<file path="config.mk">
export PLATFORM = sky130hd
export DESIGN_NAME = a5_keystream_flat
export DESIGN_NICKNAME = d
export VERILOG_FILES = /design/src/rtl/a5_pkg.sv /design/src/rtl/a5_keystream_if.sv /design/src/rtl/a5_lfsr.sv /design/src/rtl/a5_keystream.sv /design/src/flat_wrapper.sv
export SDC_FILE = /design/constraint.sdc
export NUM_CORES = 1
export LEC_CHECK = 0
export CAP_MARGIN = 40
export CORE_MARGIN = 10
export CORE_UTILIZATION = 59
export DETAILED_ROUTE_END_ITERATION = 6
export GPL_TIMING_DRIVEN = 0
export PLACE_DENSITY_LB_ADDON = 0.12
export SKIP_LAST_GASP = 1
export SLEW_MARGIN = 15
export SYNTH_ARGS = -nofsm -noshare
export SYNTH_HDL_FRONTEND = slang
export SYNTH_SLANG_ARGS = --single-unit
</file>
<file path="constraint.sdc">
create_clock -name clock -period 4.28 [get_ports clock]
set_input_delay 1.07 -clock clock [delete_from_list [all_inputs] [get_ports clock]]
set_output_delay 1.07 -clock clock [all_outputs]
set_load 0.01 [all_outputs]
</file>
<file path="src/rtl/a5_pkg.sv">
// A5/1 keystream generator: shared constants and state encoding.
package a5_pkg;

  localparam int R1_LEN = 19;
  localparam int R2_LEN = 22;
  localparam int R3_LEN = 23;

  localparam logic [R1_LEN-1:0] R1_TAPS = 19'h72000;
  localparam logic [R2_LEN-1:0] R2_TAPS = 22'h300000;
  localparam logic [R3_LEN-1:0] R3_TAPS = 23'h700080;

  localparam int R1_CBIT = 8;
  localparam int R2_CBIT = 10;
  localparam int R3_CBIT = 10;

  localparam int LOAD_LEN   = 86;
  localparam int KSLEN_DEF  = 228;
  localparam int MIXLEN_DEF = 101;

  typedef enum logic [2:0] {
    ST_IDLE,
    ST_LOAD,
    ST_MIX,
    ST_RUN,
    ST_DONE
  } state_e;

endpackage

</file>
<file path="src/rtl/a5_keystream_if.sv">
// A5/1 keystream request and output stream bundle.
interface a5_keystream_if;

  logic        start;
  logic [63:0] key;
  logic [21:0] frame;
  logic        ks_ready;
  logic        ks_valid;
  logic        ks_bit;
  logic        ks_last;
  logic        busy;
  logic        done;

  modport master (
    output start, key, frame, ks_ready,
    input  ks_valid, ks_bit, ks_last, busy, done
  );

  modport slave (
    input  start, key, frame, ks_ready,
    output ks_valid, ks_bit, ks_last, busy, done
  );

endinterface

</file>
<file path="src/rtl/a5_lfsr.sv">
// One A5/1 LFSR: unconditional shift in load mode, majority-gated otherwise.
module a5_lfsr
  import a5_pkg::*;
#(
  parameter int          LEN  = R1_LEN,
  parameter logic [LEN-1:0] TAPS = R1_TAPS,
  parameter int          CBIT = R1_CBIT
) (
  input  logic clock,
  input  logic reset,
  input  logic clr,
  input  logic load_mode,
  input  logic in_bit,
  input  logic maj,
  input  logic hold,
  output logic msb,
  output logic clk_bit
);

  logic [LEN-1:0] r_q, r_d;
  logic           fb;
  logic           shift;

  always_comb begin
    fb    = ^(r_q & TAPS) ^ in_bit;
    shift = !hold && (load_mode || (r_q[CBIT] == maj));
    r_d   = r_q;
    if (clr)
      r_d = '0;
    else if (shift)
      r_d = {r_q[LEN-2:0], fb};
  end

  always_ff @(posedge clock) begin
    if (reset)
      r_q <= '0;
    else
      r_q <= r_d;
  end

  assign msb     = r_q[LEN-1];
  assign clk_bit = r_q[CBIT];

endmodule

</file>
<file path="src/rtl/a5_keystream.sv">
// A5/1 keystream generator: key/frame load, mixing, then a
// valid/ready bit stream of KSLEN bits per frame.
module a5_keystream
  import a5_pkg::*;
#(
  parameter int KSLEN  = KSLEN_DEF,
  parameter int MIXLEN = MIXLEN_DEF
) (
  input logic         clock,
  input logic         reset,
  a5_keystream_if.slave ks
);

  state_e      state_q, state_d;
  logic [7:0]  cnt_q, cnt_d;
  logic [63:0] key_q, key_d;
  logic [21:0] frame_q, frame_d;
  logic        valid_q, valid_d;
  logic        last_q, last_d;
  logic        done_q, done_d;

  logic hs, maj, in_bit, load_mode, hold, clr;
  logic c1, c2, c3, m1, m2, m3;

  always_comb begin
    hs        = valid_q && ks.ks_ready;
    maj       = (c1 & c2) | (c1 & c3) | (c2 & c3);
    load_mode = (state_q == ST_LOAD);
    clr       = (state_q == ST_IDLE) && ks.start;
    in_bit    = 1'b0;
    if (load_mode) begin
      if (cnt_q < 8'd64)
        in_bit = key_q[cnt_q[5:0]];
      else
        in_bit = frame_q[5'(cnt_q - 8'd64)];
    end
  end

  always_comb begin
    state_d = state_q;
    cnt_d   = cnt_q;
    key_d   = key_q;
    frame_d = frame_q;
    valid_d = 1'b0;
    last_d  = 1'b0;
    done_d  = 1'b0;
    hold    = 1'b1;
    unique case (state_q)
      ST_IDLE: begin
        if (ks.start) begin
          key_d   = ks.key;
          frame_d = ks.frame;
          cnt_d   = '0;
          state_d = ST_LOAD;
        end
      end
      ST_LOAD: begin
        hold  = 1'b0;
        cnt_d = cnt_q + 8'd1;
        if (cnt_q == 8'(LOAD_LEN - 1)) begin
          cnt_d   = '0;
          state_d = ST_MIX;
        end
      end
      ST_MIX: begin
        hold  = 1'b0;
        cnt_d = cnt_q + 8'd1;
        if (cnt_q == 8'(MIXLEN - 1)) begin
          cnt_d   = '0;
          state_d = ST_RUN;
          valid_d = 1'b1;
          last_d  = (KSLEN == 1);
        end
      end
      ST_RUN: begin
        valid_d = 1'b1;
        last_d  = last_q;
        // the final bit is handed over without clocking the registers
        if (hs && last_q) begin
          valid_d = 1'b0;
          last_d  = 1'b0;
          done_d  = 1'b1;
          state_d = ST_DONE;
        end else if (hs) begin
          hold   = 1'b0;
          cnt_d  = cnt_q + 8'd1;
          last_d = (cnt_q + 8'd1 == 8'(KSLEN - 1));
        end
      end
      ST_DONE: begin
        state_d = ST_IDLE;
      end
      default: state_d = ST_IDLE;
    endcase
  end

  always_ff @(posedge clock) begin
    if (reset) begin
      state_q <= ST_IDLE;
      cnt_q   <= '0;
      key_q   <= '0;
      frame_q <= '0;
      valid_q <= 1'b0;
      last_q  <= 1'b0;
      done_q  <= 1'b0;
    end else begin
      state_q <= state_d;
      cnt_q   <= cnt_d;
      key_q   <= key_d;
      frame_q <= frame_d;
      valid_q <= valid_d;
      last_q  <= last_d;
      done_q  <= done_d;
    end
  end

  a5_lfsr #(.LEN(R1_LEN), .TAPS(R1_TAPS), .CBIT(R1_CBIT)) u_r1 (
    .clock(clock), .reset(reset), .clr(clr),
    .load_mode(load_mode), .in_bit(in_bit), .maj(maj), .hold(hold),
    .msb(m1), .clk_bit(c1)
  );

  a5_lfsr #(.LEN(R2_LEN), .TAPS(R2_TAPS), .CBIT(R2_CBIT)) u_r2 (
    .clock(clock), .reset(reset), .clr(clr),
    .load_mode(load_mode), .in_bit(in_bit), .maj(maj), .hold(hold),
    .msb(m2), .clk_bit(c2)
  );

  a5_lfsr #(.LEN(R3_LEN), .TAPS(R3_TAPS), .CBIT(R3_CBIT)) u_r3 (
    .clock(clock), .reset(reset), .clr(clr),
    .load_mode(load_mode), .in_bit(in_bit), .maj(maj), .hold(hold),
    .msb(m3), .clk_bit(c3)
  );

  assign ks.ks_valid = valid_q;
  assign ks.ks_bit   = valid_q & (m1 ^ m2 ^ m3);
  assign ks.ks_last  = last_q;
  assign ks.busy     = (state_q != ST_IDLE);
  assign ks.done     = done_q;

endmodule

</file>
<file path="src/flat_wrapper.sv">
// flat-port wrapper written by rule: the top's interface ports become plain ports
module a5_keystream_flat import a5_pkg::*;
#(
  parameter int KSLEN  = KSLEN_DEF,
  parameter int MIXLEN = MIXLEN_DEF
)
  (clock, reset, ks_start, ks_key, ks_frame, ks_ks_ready, ks_ks_valid, ks_ks_bit, ks_ks_last, ks_busy, ks_done);
  a5_keystream_if ks_i ();
  input logic clock;
  input logic reset;
  input wire logic [$bits(ks_i.start)-1:0] ks_start;
  input wire logic [$bits(ks_i.key)-1:0] ks_key;
  input wire logic [$bits(ks_i.frame)-1:0] ks_frame;
  input wire logic [$bits(ks_i.ks_ready)-1:0] ks_ks_ready;
  output wire logic [$bits(ks_i.ks_valid)-1:0] ks_ks_valid;
  output wire logic [$bits(ks_i.ks_bit)-1:0] ks_ks_bit;
  output wire logic [$bits(ks_i.ks_last)-1:0] ks_ks_last;
  output wire logic [$bits(ks_i.busy)-1:0] ks_busy;
  output wire logic [$bits(ks_i.done)-1:0] ks_done;
  assign ks_i.start = ks_start;
  assign ks_i.key = ks_key;
  assign ks_i.frame = ks_frame;
  assign ks_i.ks_ready = ks_ks_ready;
  assign ks_ks_valid = ks_i.ks_valid;
  assign ks_ks_bit = ks_i.ks_bit;
  assign ks_ks_last = ks_i.ks_last;
  assign ks_busy = ks_i.busy;
  assign ks_done = ks_i.done;
  a5_keystream #(.KSLEN(KSLEN), .MIXLEN(MIXLEN)) u_core (.clock(clock), .reset(reset), .ks(ks_i));
endmodule
</file>
Word level (Yosys, flattened, before mapping)

Cells that the tools add are included.

Memories kept: 0
Flip-flop bits (word level): 164
Memory bits (writable): 0
Word-level logic and storage cells: 89
Bits in latches: 0
Input bits: 90
Bits in read-only memories: 0

Multiply operators: 0
Order comparisons: 3
Eq/ne operators: 15
Shift-type cells: 0
Bitwise operators: 12
Div/mod/pow operators: 0
Reduce and logical (&&, ||, !) cells: 23
Add/sub/neg operators: 2
Multiplexer cells: 24

Operator list:

| kind                | count |
|---|---|
| $mux 8              | 5 |
| $pmux 8 s4          | 1 |
| $reduce_xor 23->1   | 1 |
| $reduce_xor 22->1   | 1 |
| $reduce_xor 19->1   | 1 |
| $eq 8x7->1 const B  | 2 |
| $mux 3              | 4 |
| $pmux 3 s4          | 1 |
| $mux 1              | 9 |
| $add 8x1->8 const B | 1 |
| $eq 8x8->1 const B  | 1 |
| $lt 8x7->1 const B  | 1 |
| $ne 2x1->1 const B  | 4 |
| $reduce_and 4->1    | 2 |
| $lt 6x7->1 const B  | 1 |
| $bmux 1 s6          | 1 |
| $eq 3x2->1 const B  | 2 |
| $logic_and 1x1->1   | 6 |
| $lt 5x6->1 const B  | 1 |
| $reduce_or 2->1     | 3 |
| $bmux 1 s5          | 1 |
| $sub 5x1->5 const B | 1 |
| $xor 1x1->1         | 5 |
| $and 1x1->1         | 4 |
| 13 further kinds    | 20 |

Logic depth before layout (Yosys ltp)

Depth in word-level cells: 6
Mapped depth: 10
Depth with buffers taken out: 8

Cells and area by module

From an unflattened synthesis, not the netlist that was laid out.

Cell total of the unflattened synthesis: 805
Area, all modules: 7,199.4 um2

By module, submodules not included:

| module                 | cells an instance | area each (um2) | times used |
|---|---|---|---|
| a5_keystream           | 544               | 4,608.2         | 1 |
| a5_lfsr at u_core.u_r3 | 106               | 947.2           | 1 |
| a5_lfsr at u_core.u_r2 | 88                | 897.1           | 1 |
| a5_lfsr at u_core.u_r1 | 67                | 747.0           | 1 |

Worst setup path after synthesis

OpenSTA, ideal clock, no wires.

Path kind: input-to-reg
Start: input ks_ks_ready
End: register u_core.u_r1.r_q[10]
Arrival time: 2.173 ns
Stages on the path: 7
Path buffers: 2
Setup time: 0.128 ns
Slack: 1.979 ns
Path through: and3b_1 -> o21bai_1 -> a21oi_1 -> buf_4 -> buf_2 -> mux2i_1 -> nor2_1

Longest elaborated chain between the ends: 6
Elaborated cells on any way between the ends: 7

Ends and longest elaborated chain:

| element                                     | line                                   | text |
|---|---|---|
| start, declared                             | flat_wrapper.sv:14                     | `input wire logic [$bits(ks_i.ks_ready)-1:0] ks_ks_ready;` |
| $logic_and 1x1->1 (*)                       | a5_keystream.sv:26                     | `hs = valid_q && ks.ks_ready;` |
| $mux 1 or $logic_and 1x1->1 (tied branches) | a5_keystream.sv:84, a5_keystream.sv:79 |  |
| $mux 1 (*)                                  | a5_keystream.sv:79                     | `if (hs && last_q) begin` |
| $pmux 1 s2 (*)                              | a5_keystream.sv:48                     | `unique case (state_q)` |
| $logic_not 1->1 (*)                         | a5_lfsr.sv:26                          | `shift = !hold && (load_mode \|\| (r_q[CBIT] == maj));` |
| $logic_and 1x1->1 (*)                       | a5_lfsr.sv:26                          |  |
| end signal, assigned                        | a5_lfsr.sv:38                          | `r_q <= r_d;` |
| end, declared                               | a5_lfsr.sv:20                          | `logic [LEN-1:0] r_q, r_d;` |

Mark *: on every way between the ends. The rest lies on a longest branch, timed or not.
A chain may end at the register's enable or synchronous reset.

Worst setup path after layout

Start: register u_core.state_q[2]
End: output ks_busy

Longest elaborated chain between the ends: 1

Ends and longest elaborated chain:

| element                | line                | text |
|---|---|---|
| start, declared        | a5_keystream.sv:14  | `state_e state_q, state_d;` |
| start signal, assigned | a5_keystream.sv:107 | `state_q <= state_d;` |
| $reduce_bool 3->1      | a5_keystream.sv:138 | `assign ks.busy = (state_q != ST_IDLE);` |
| end, declared          | flat_wrapper.sv:18  | `output wire logic [$bits(ks_i.busy)-1:0] ks_busy;` |

Every way passes these cells.

==> metrics.md <==
| Metric | Value |
|---|---|
| Worst min-delay path class | `flop to flop` |
| Final Util | `75.9%` |
| Fill count | `approximately 870` |
| Post-cts hold buffer count | `0` |
| CP Max Fanout | `9` |
| Synthesized Nets | `900` |
| Antenna violations before repair | `0` |
| Via count | `6,052` |
| Total clock sinks | `about 160` |
| Pre-CTS setup slack | `1.10 ns` |
| DP HPWL | `between 10,000 and 15,000 um` |
| GPL Wtd Cong | `0.942` |
| Drt first-iter violations | `442` |
| CP Launch Type | `flop` |
| Floorplan Core Area | `0.0116 mm2` |
| Layout cell share with drive strength beyond 1 | `6.76%` |
| DR pass1 iterations | `5` |
| Die width | `129 um` |
| Antenna violation net count after detailed routing | `0` |
| Root Buffer Master | `clkbuf_16` |
| Worst Hold Depth | `2` |
| Pin count of the biggest net entering global routing | `17` |
| Row count | `39` |
| Top_reg_cell synth | `dfxtp_1` |
| Antenna fix cells | `0` |
| Cell Area, Synth | `a little over 0.007 mm2` |
| Post-synth EDFFs | `0` |
| CTS tree | `done` |
| Final non-filler cell total | `1,075` |
| Post-synth ARST share | `0%` |
| Cell Pwr Density | `398 mW/mm2` |
| Postcts setup bufs | `0` |
| Setup crit end kind | `output pin` |
| CP Data Required Time | `between 3 and 4 ns` |
| I/O Buffers | `between 90 and 100` |
| Tcrit/Tclk final | `between 60% and 70%` |
| Wirelength per Cell | `between 15 and 20 um` |
| Worst skew pair latency | `between 0.4 and 0.5 ns` |
| Worst-Margin Slew | `roughly 0.70 ns` |
| Vias in the first global route | `5,955` |
| Max clock buf depth | `2` |
| Placed insts | `~1,000` |
| # DRC | `0` |
| Layout area overhead | `24.5%` |
| DRT Wirelength | `17,600 um` |
| CTS buffer count | `17` |
| Finished Cell Area | `0.00878 mm2` |
| Die area | `around 0.017 mm2` |
| RSZ-0062 raised after global routing | `no` |
| Final min period | `2.97 ns` |
| Max-slew violation count | `0` |
| WP data arrival | `1.90 ns` |
| Gate Count Post-Synth | `806` |
| Yosys warns | `0` |
| Worst-path clk slew | `0.06 ns` |
| Chip height | `129 um` |
| Seq/Total Area, Yosys | `46.6%` |
| I/O pins | `95` |
| Status | `finished clean` |
| Final Hold Viols | `0` |
| GRT Util Overall | `21.3%` |
| Setup TNS | `0 ns` |
| First-pass GRT wire length | `28,600 um` |
| Initial Util | `roughly three fifths` |
| Final WS setup | `1.31 ns` |
| Crit Path Category | `flop to output pin` |
| FF-to-FF path depth | `9` |
| Distinct cells, synth | `52` |
| Pleak | `roughly 0.0031 uW` |
| Final clock skew | `0.00873 ns` |
| Gates resized, CTS repair | `0` |
| VDD IR max | `0.000302 V` |
| # setup viols final | `0` |
| Dpl cell area | `between 0.008 and 0.009 mm2` |
| Relative slew slack | `53.3%` |
| Max Clock Freq | `approximately 340 MHz` |
| Syn avg cell area | `8.75 um2` |
| Max-Cap Viols | `0` |
| Via density | `5.63` |
| H-tree Lvls | `4` |
| Layout Nets | `1,013` |
| Gr ovfl total | `0` |
| Yosys reg bits | `164` |
[cells by family after synthesis]
kind of cell | share of synthesized area, %
DFF | 46.6
adders and majority gates | 0.710
xor gates and xnor gates | 1.61
muxes | 15.7
AOI/OAI and AO/OA | 12.6
buffers and inverters | 4.24
and+or+nand+nor | 18.6
[cell type report]
| class | count | area [um2] | share of cell area [%] |
|---|---|---|---|
| Multi-Input combinational cell | 577 | 3470 | 39.5 |
| Tap cell | 143 | 179 | 2.04 |
| Clock inverter | 7 | 91.3 | 1.04 |
| Timing Repair Buffer | 94 | 941 | 10.7 |
| Buffer | 59 | 277 | 3.15 |
| Sequential cell | 164 | 3280 | 37.4 |
| Inverter | 6 | 22.5 | 0.257 |
| Clock buffer | 25 | 515 | 5.87 |
[state kept, by name, summed over array words and instances (netlist names)]
name	count
u_core.cnt_q	8
u_core.state_q	3
u_core.frame_q	22
u_core.u_r2.r_q	22
u_core.u_r1.r_q	19
u_core.u_r3.r_q	23
u_core.ks.ks_last	1
u_core.ks.ks_valid	1
u_core.key_q	64
u_core.ks.done	1
[path summary, 6_finish.rpt]
kind                                        start                 to  slack, ns
worst max-delay path            u_core.state_q[2]            ks_busy       1.31
worst min-delay path            u_core.frame_q[8]  u_core.frame_q[8]       0.46
worst max register to register    u_core.cnt_q[1]    u_core.cnt_q[3]       1.49
worst min register to register  u_core.frame_q[8]  u_core.frame_q[8]       0.46
[layer usage]
metal / track usage, % / part of all wire [%] / routed length (um)
met1: 25.8 / 43 / 7550
met2: 35.5 / 48 / 8470
met3: 6.04 / 7.1 / 1250
met4: 7.69 / 1.9 / 330
met5: 0 / 0 / 0
[report_power, final]
part | internal [uW] | switching [uW] | leakage [uW]
registers | 1580 | 27.5 | 0.00134
clock network | 951 | 586 | 0.000300
logic | 169 | 183 | 0.00151
total | 2700 | 796 | 0.00315
[worst max-delay path, stage by stage (launching register included)]
cell	delay (ns)
dfxtp_1	0.30
clkbuf_1	0.19
nor3_1	0.35
inv_1	0.13
clkdlybuf4s50_1	0.50
[through the flow]
step / total power (uW) / hold slack [ns]
2_1_floorplan: 1840 / 0.432
6_report: 3500 / 0.455
3_3_place_gp: 1970 / 0.439
4_1_cts: 3510 / 0.455
3_5_place_dp: 1990 / 0.446
5_1_grt: 3600 / 0.468
[cell usage in the layout (no fill, tap or decap), types with 6 or more instances in the layout]
| cell | count |
|---|---|
| clkbuf_8 | 6 |
| dfxtp_1 | 164 |
| clkbuf_1 | 41 |
| a22oi_1 | 8 |
| nand2_1 | 190 |
| nor2_1 | 71 |
| nor3_1 | 10 |
| buf_2 | 11 |
| inv_1 | 6 |
| clkdlybuf4s50_1 | 94 |
| nor4_1 | 6 |
| nand3b_1 | 6 |
| mux2i_1 | 88 |
| a21oi_1 | 102 |
| nand3_1 | 8 |
| xnor2_1 | 12 |
| clkbuf_16 | 17 |
[synth_stat cells (6+ instances only)]
master	count	share of area [%]
nand2_1	190	10
dfxtp_1	164	47
a21oi_1	102	7.2
mux2i_1	88	12
nor2_1	71	3.8
clkbuf_1	39	2.1
xnor2_1	12	1.5
buf_2	11	0.78
nor3_1	10	0.71
a22oi_1	8	0.85
nand3_1	8	0.57
inv_1	6	0.32
nand3b_1	6	0.64
nor4_1	6	0.53
(Power assumes the default switching activity.)
==> edit 1: new RTL, same settings <==
`key_q` no longer has a reset.
--- a/src/rtl/a5_keystream.sv
+++ b/src/rtl/a5_keystream.sv
@@ -98,7 +98,6 @@
     if (reset) begin
       state_q <= ST_IDLE;
       cnt_q   <= '0;
-      key_q   <= '0;
       frame_q <= '0;
       valid_q <= 1'b0;
       last_q  <= 1'b0;
@@ -106,12 +105,15 @@
     end else begin
       state_q <= state_d;
       cnt_q   <= cnt_d;
-      key_q   <= key_d;
       frame_q <= frame_d;
       valid_q <= valid_d;
       last_q  <= last_d;
       done_q  <= done_d;
     end
+  end
+
+  always_ff @(posedge clock) begin
+    key_q <= key_d;
   end
 
   a5_lfsr #(.LEN(R1_LEN), .TAPS(R1_TAPS), .CBIT(R1_CBIT)) u_r1 (
Function: no difference found for any inputs over 10 cycles, from zero or initial values and one cycle with reset high; that may be too few to reach the edited logic, so the function may still have changed.
==> edit 1 against the original RTL <==
  * Clock skew fell by 2.3 ps
  * Power shrank 2.8%
  * Setup slack worse by 12 ps
  * Routed wire length is 17% lower
  * Area after synthesis shrank 3.8%
  * Sequential cell count did not move
  * Cell count is 19% lower
  * Clock power decreased by 7%
  * Maximum frequency fell by 0.41%
  * Cell area down 3.0%
  * Critical path type is now in -> reg
  * Critical endpoint is now u_core.u_r1.r_q[17]$_SDFFE_PP0P_
==> edit 1: results <==
[timing]
worst_pin_slew_ps = 646
fin_skew_ps = 6.45

[power_and_ir_drop]
ir_drop_mv = 0.320
power.leakage_nw = 3.28

[status]
outcome = finished, final reports clean

[place]
numPortBuffers = 94
gp_congestion = 0.862

[global_route]
grt_pass1_vias = 5024
grt_max_degree = 31
grt_use_total = 0.181

[clock_tree]
htree_levels = 4
clock-root-buffer = clkbuf_16

[layout]
layout-drive-gt1-share = 0.0768
fill_cells = 748
nets = 810

[critical_path]
reg2reg_depth = 7
r2r_slack_ps = 1760
crit_path_max_incr_delay_ps = 520
arrival_ps = 3280
critPathLaunch = ks_ks_ready
worstReg2RegEnd = u_core.key_q[9]$_DFFE_PP_

[synth]
async_reset_ff_frac = 0
ys_seq_area_frac = 0.578
ys_types = 52
syn-num-nets = 695
ys_top_cells_by_area = dfxtp_1 (29%), edfxtp_1 (28%), mux2i_1 (13%)
synth-edff-count = 64
ys_top_cells_by_count = dfxtp_1 (100), mux2i_1 (89), nor2_1 (79)

[routing]
drtIter0Drc = 303
drt-total-wl_mm = 14.7

[hold_path]
min_from = u_core.frame_q[20]$_SDFFE_PP0P_
holdPathEnd = u_core.frame_q[20]$_SDFFE_PP0P_
[edit 1: changes by cell type after synthesis, sizes merged, moves of 6 or more]
cell / before / now
nand2: 190 / 67
a21oi: 102 / 33
dfxtp: 164 / 100
edfxtp: 0 / 64
clkbuf: 39 / 19
nand3: 8 / 18
nor2: 71 / 79
nor3b: 0 / 6
[edit 1: power breakdown]
| group | internal, mW | switching [mW] |
|---|---|---|
| logic | 0.139 | 0.125 |
| clock network | 0.848 | 0.581 |
| registers | 1.69 | 0.0187 |
[edit 1: cell type report]
cell class | instances | area (um^2) | share of cell area
Timing Repair Buffer | 96 | 996 | 0.117
Clock buffer | 21 | 440 | 0.0517
Buffer | 36 | 176 | 0.0207
Sequential cell | 164 | 3920 | 0.461
Tap cell | 143 | 179 | 0.0210
Clock inverter | 11 | 111 | 0.0131
Inverter | 8 | 30.0 | 0.00353
Multi-Input combinational cell | 393 | 2660 | 0.312
[edit 1: how the worst max path moves through the flow]
stage | to | slack (ps) | cells after the start
global route | u_core.u_r1.r_q[10]$_SDFFE_PP0P_ | 1200 | 8
floorplan | u_core.key_q[0]$_DFFE_PP_ | 570 | 3
detailed placement | u_core.u_r1.r_q[16]$_SDFFE_PP0P_ | 900 | 8
finish | u_core.u_r1.r_q[17]$_SDFFE_PP0P_ | 1300 | 8
global placement | u_core.frame_q[20]$_SDFFE_PP0P_ | -750 | 6
CTS | u_core.u_r1.r_q[17]$_SDFFE_PP0P_ | 1300 | 8
[edit 1: cell families (layout without fill, tap and decap cells)]
family	after synthesis	count (layout)	share of synthesized area
XOR/XNOR	16	16	0.0206
AO/OA/AOI/OAI	76	76	0.0725
multiplexers	98	98	0.162
AND/OR/NAND/NOR	199	199	0.129
flip-flops	164	164	0.578
adder cells (fa/ha/maj)	4	4	0.00737
buffers and inverters	44	172	0.0302
[edit 1: tightest hold or removal path, cell delays in order, from the launching register on]
cell and delay (ps):
dfxtp_1 310, nand2_1 50, a21oi_1 50
[edit 1: metal layers]
layer / wire [um] / global-route usage
met3: 830 / 0.0604
met1: 5930 / 0.199
met5: 0 / 0
met2: 7580 / 0.315
met4: 328 / 0.0750
[edit 1: stage by stage]
step	hold WS (ps)	setup TNS (ps)	std cells	area, um^2	setup WS (ps)
after floorplan	432	0	601	6790	566
after global placement	442	-49260	838	7910	-754
after detailed placement	445	0	840	7960	896
after CTS	452	0	872	8510	1300
after global routing	467	0	872	8510	1200
final	454	0	872	8510	1300
==> edit 2: new RTL, config.mk and constraints unchanged <==
Made on the original files. The package constant `R3_LEN` goes from 23 to 46.
--- a/src/rtl/a5_pkg.sv
+++ b/src/rtl/a5_pkg.sv
@@ -3,7 +3,7 @@
 
   localparam int R1_LEN = 19;
   localparam int R2_LEN = 22;
-  localparam int R3_LEN = 23;
+  localparam int R3_LEN = 46;
 
   localparam logic [R1_LEN-1:0] R1_TAPS = 19'h72000;
   localparam logic [R2_LEN-1:0] R2_TAPS = 22'h300000;
Function: no difference found for any inputs over 10 cycles, from zero or initial values and one cycle with reset high; that may be too few to reach the edited logic, so the function may still have changed.
==> edit 2 against the original RTL <==
  * Cell area is 7.4% higher
  * Area after synthesis is 9.2% higher
  * Cell count is 12% higher
  * Sequential cell count is 23 higher
  * Setup slack worse by 57 ps
  * Non-clock buffer count is 9 higher
  * Power is 8.8% higher
  * Routed wire length is 0.61% lower
  * Synthesized cell count is 13% higher
  * Critical endpoint is now u_core.u_r2.r_q[0]$_SDFFE_PP0P_
  * Highest routed layer unchanged
==> edit 2: results <==
[critical_path]
critPathLaunch = u_core.cnt_q[1]$_SDFFE_PP0P_
path_max_fanout = 10
r2r_slack_ps = 1260
arrival_ps = 3380
cp-endpoint = u_core.u_r2.r_q[0]$_SDFFE_PP0P_

[global_route]
grt_pass1_vias = 6190
grt_max_degree = 17

[routing]
wl_met3_um = 884
vias = 6425
wl_per_cell_um = 14.5
wl_met1_mm = 8.19
route.met2.wl_mm = 8.14

[place]
dp_hpwl_mm = 12.3
gp_congestion = 0.882
place_area_um2 = 8860

[layout]
top_regs = u_core.key_q x64, u_core.u_r3.r_q x46
fill_cells = 1008
layout-drive-gt1-share = 0.0617
nets = 1118
design_area_um2 = 9430

[synth]
ys_top_cells_by_count = nand2_1 (283), dfxtp_1 (187), a21oi_1 (147)
synth_compound_gate_area_share = 0.120
ys_seq_area_frac = 0.486
async_reset_ff_frac = 0
ys_top_cells_by_area = dfxtp_1 (49%), nand2_1 (14%), a21oi_1 (9.6%)
syn-num-nets = 1005
synthXorXnorAreaFrac = 0.0148
synth_fa_ha_area_frac = 0.00650

[hold_path]
holdPathEnd = u_core.u_r3.r_q[27]$_SDFFE_PP0P_
min_from = u_core.u_r3.r_q[26]$_SDFFE_PP0P_

[power_and_ir_drop]
power.leakage_nw = 3.26
p_sw_frac = 0.246
internal_power_mw = 2.87
combPwrFrac = 0.117
ir_drop_mv = 0.282

[timing]
fin_skew_ps = 5.60

[status]
outcome = finished, final reports clean
==> edit 2: layout make-up <==
cell class	count	area, um^2	share of cell area
well taps	172	215	0.0228
clock inverters	11	120	0.0127
flip-flops and latches	187	3740	0.397
inverters	6	22.5	0.00239
plain buffers	68	280	0.0297
multi-input cells	650	3650	0.388
clock buffers	21	450	0.0478
repair buffers	94	941	0.0998
==> edit 2: per-stage QoR <==
stage	std cells	hold slack, ps	setup slack (ps)
after floorplan	911	432	1650
after global placement	1177	437	842
after detailed placement	1177	443	840
after CTS	1209	452	1250
after global routing	1209	464	1060
final	1209	451	1260
==> edit 2: critical path, cell delays in order (launching register included) <==
cell and delay [ps]:
dfxtp_1 470, buf_2 350, buf_2 350, mux4_2 370
mux2i_1 210, mux2i_1 120, a221oi_2 290, nor3_2 130
or4_1 510, a21oi_1 130
==> edit 2: routing by layer <==
metal  up-vias  GRT usage
met4         0     0.0580
li1       3285          -
met3        25     0.0512
met1      2971      0.246
met5         -          0
met2       144      0.322
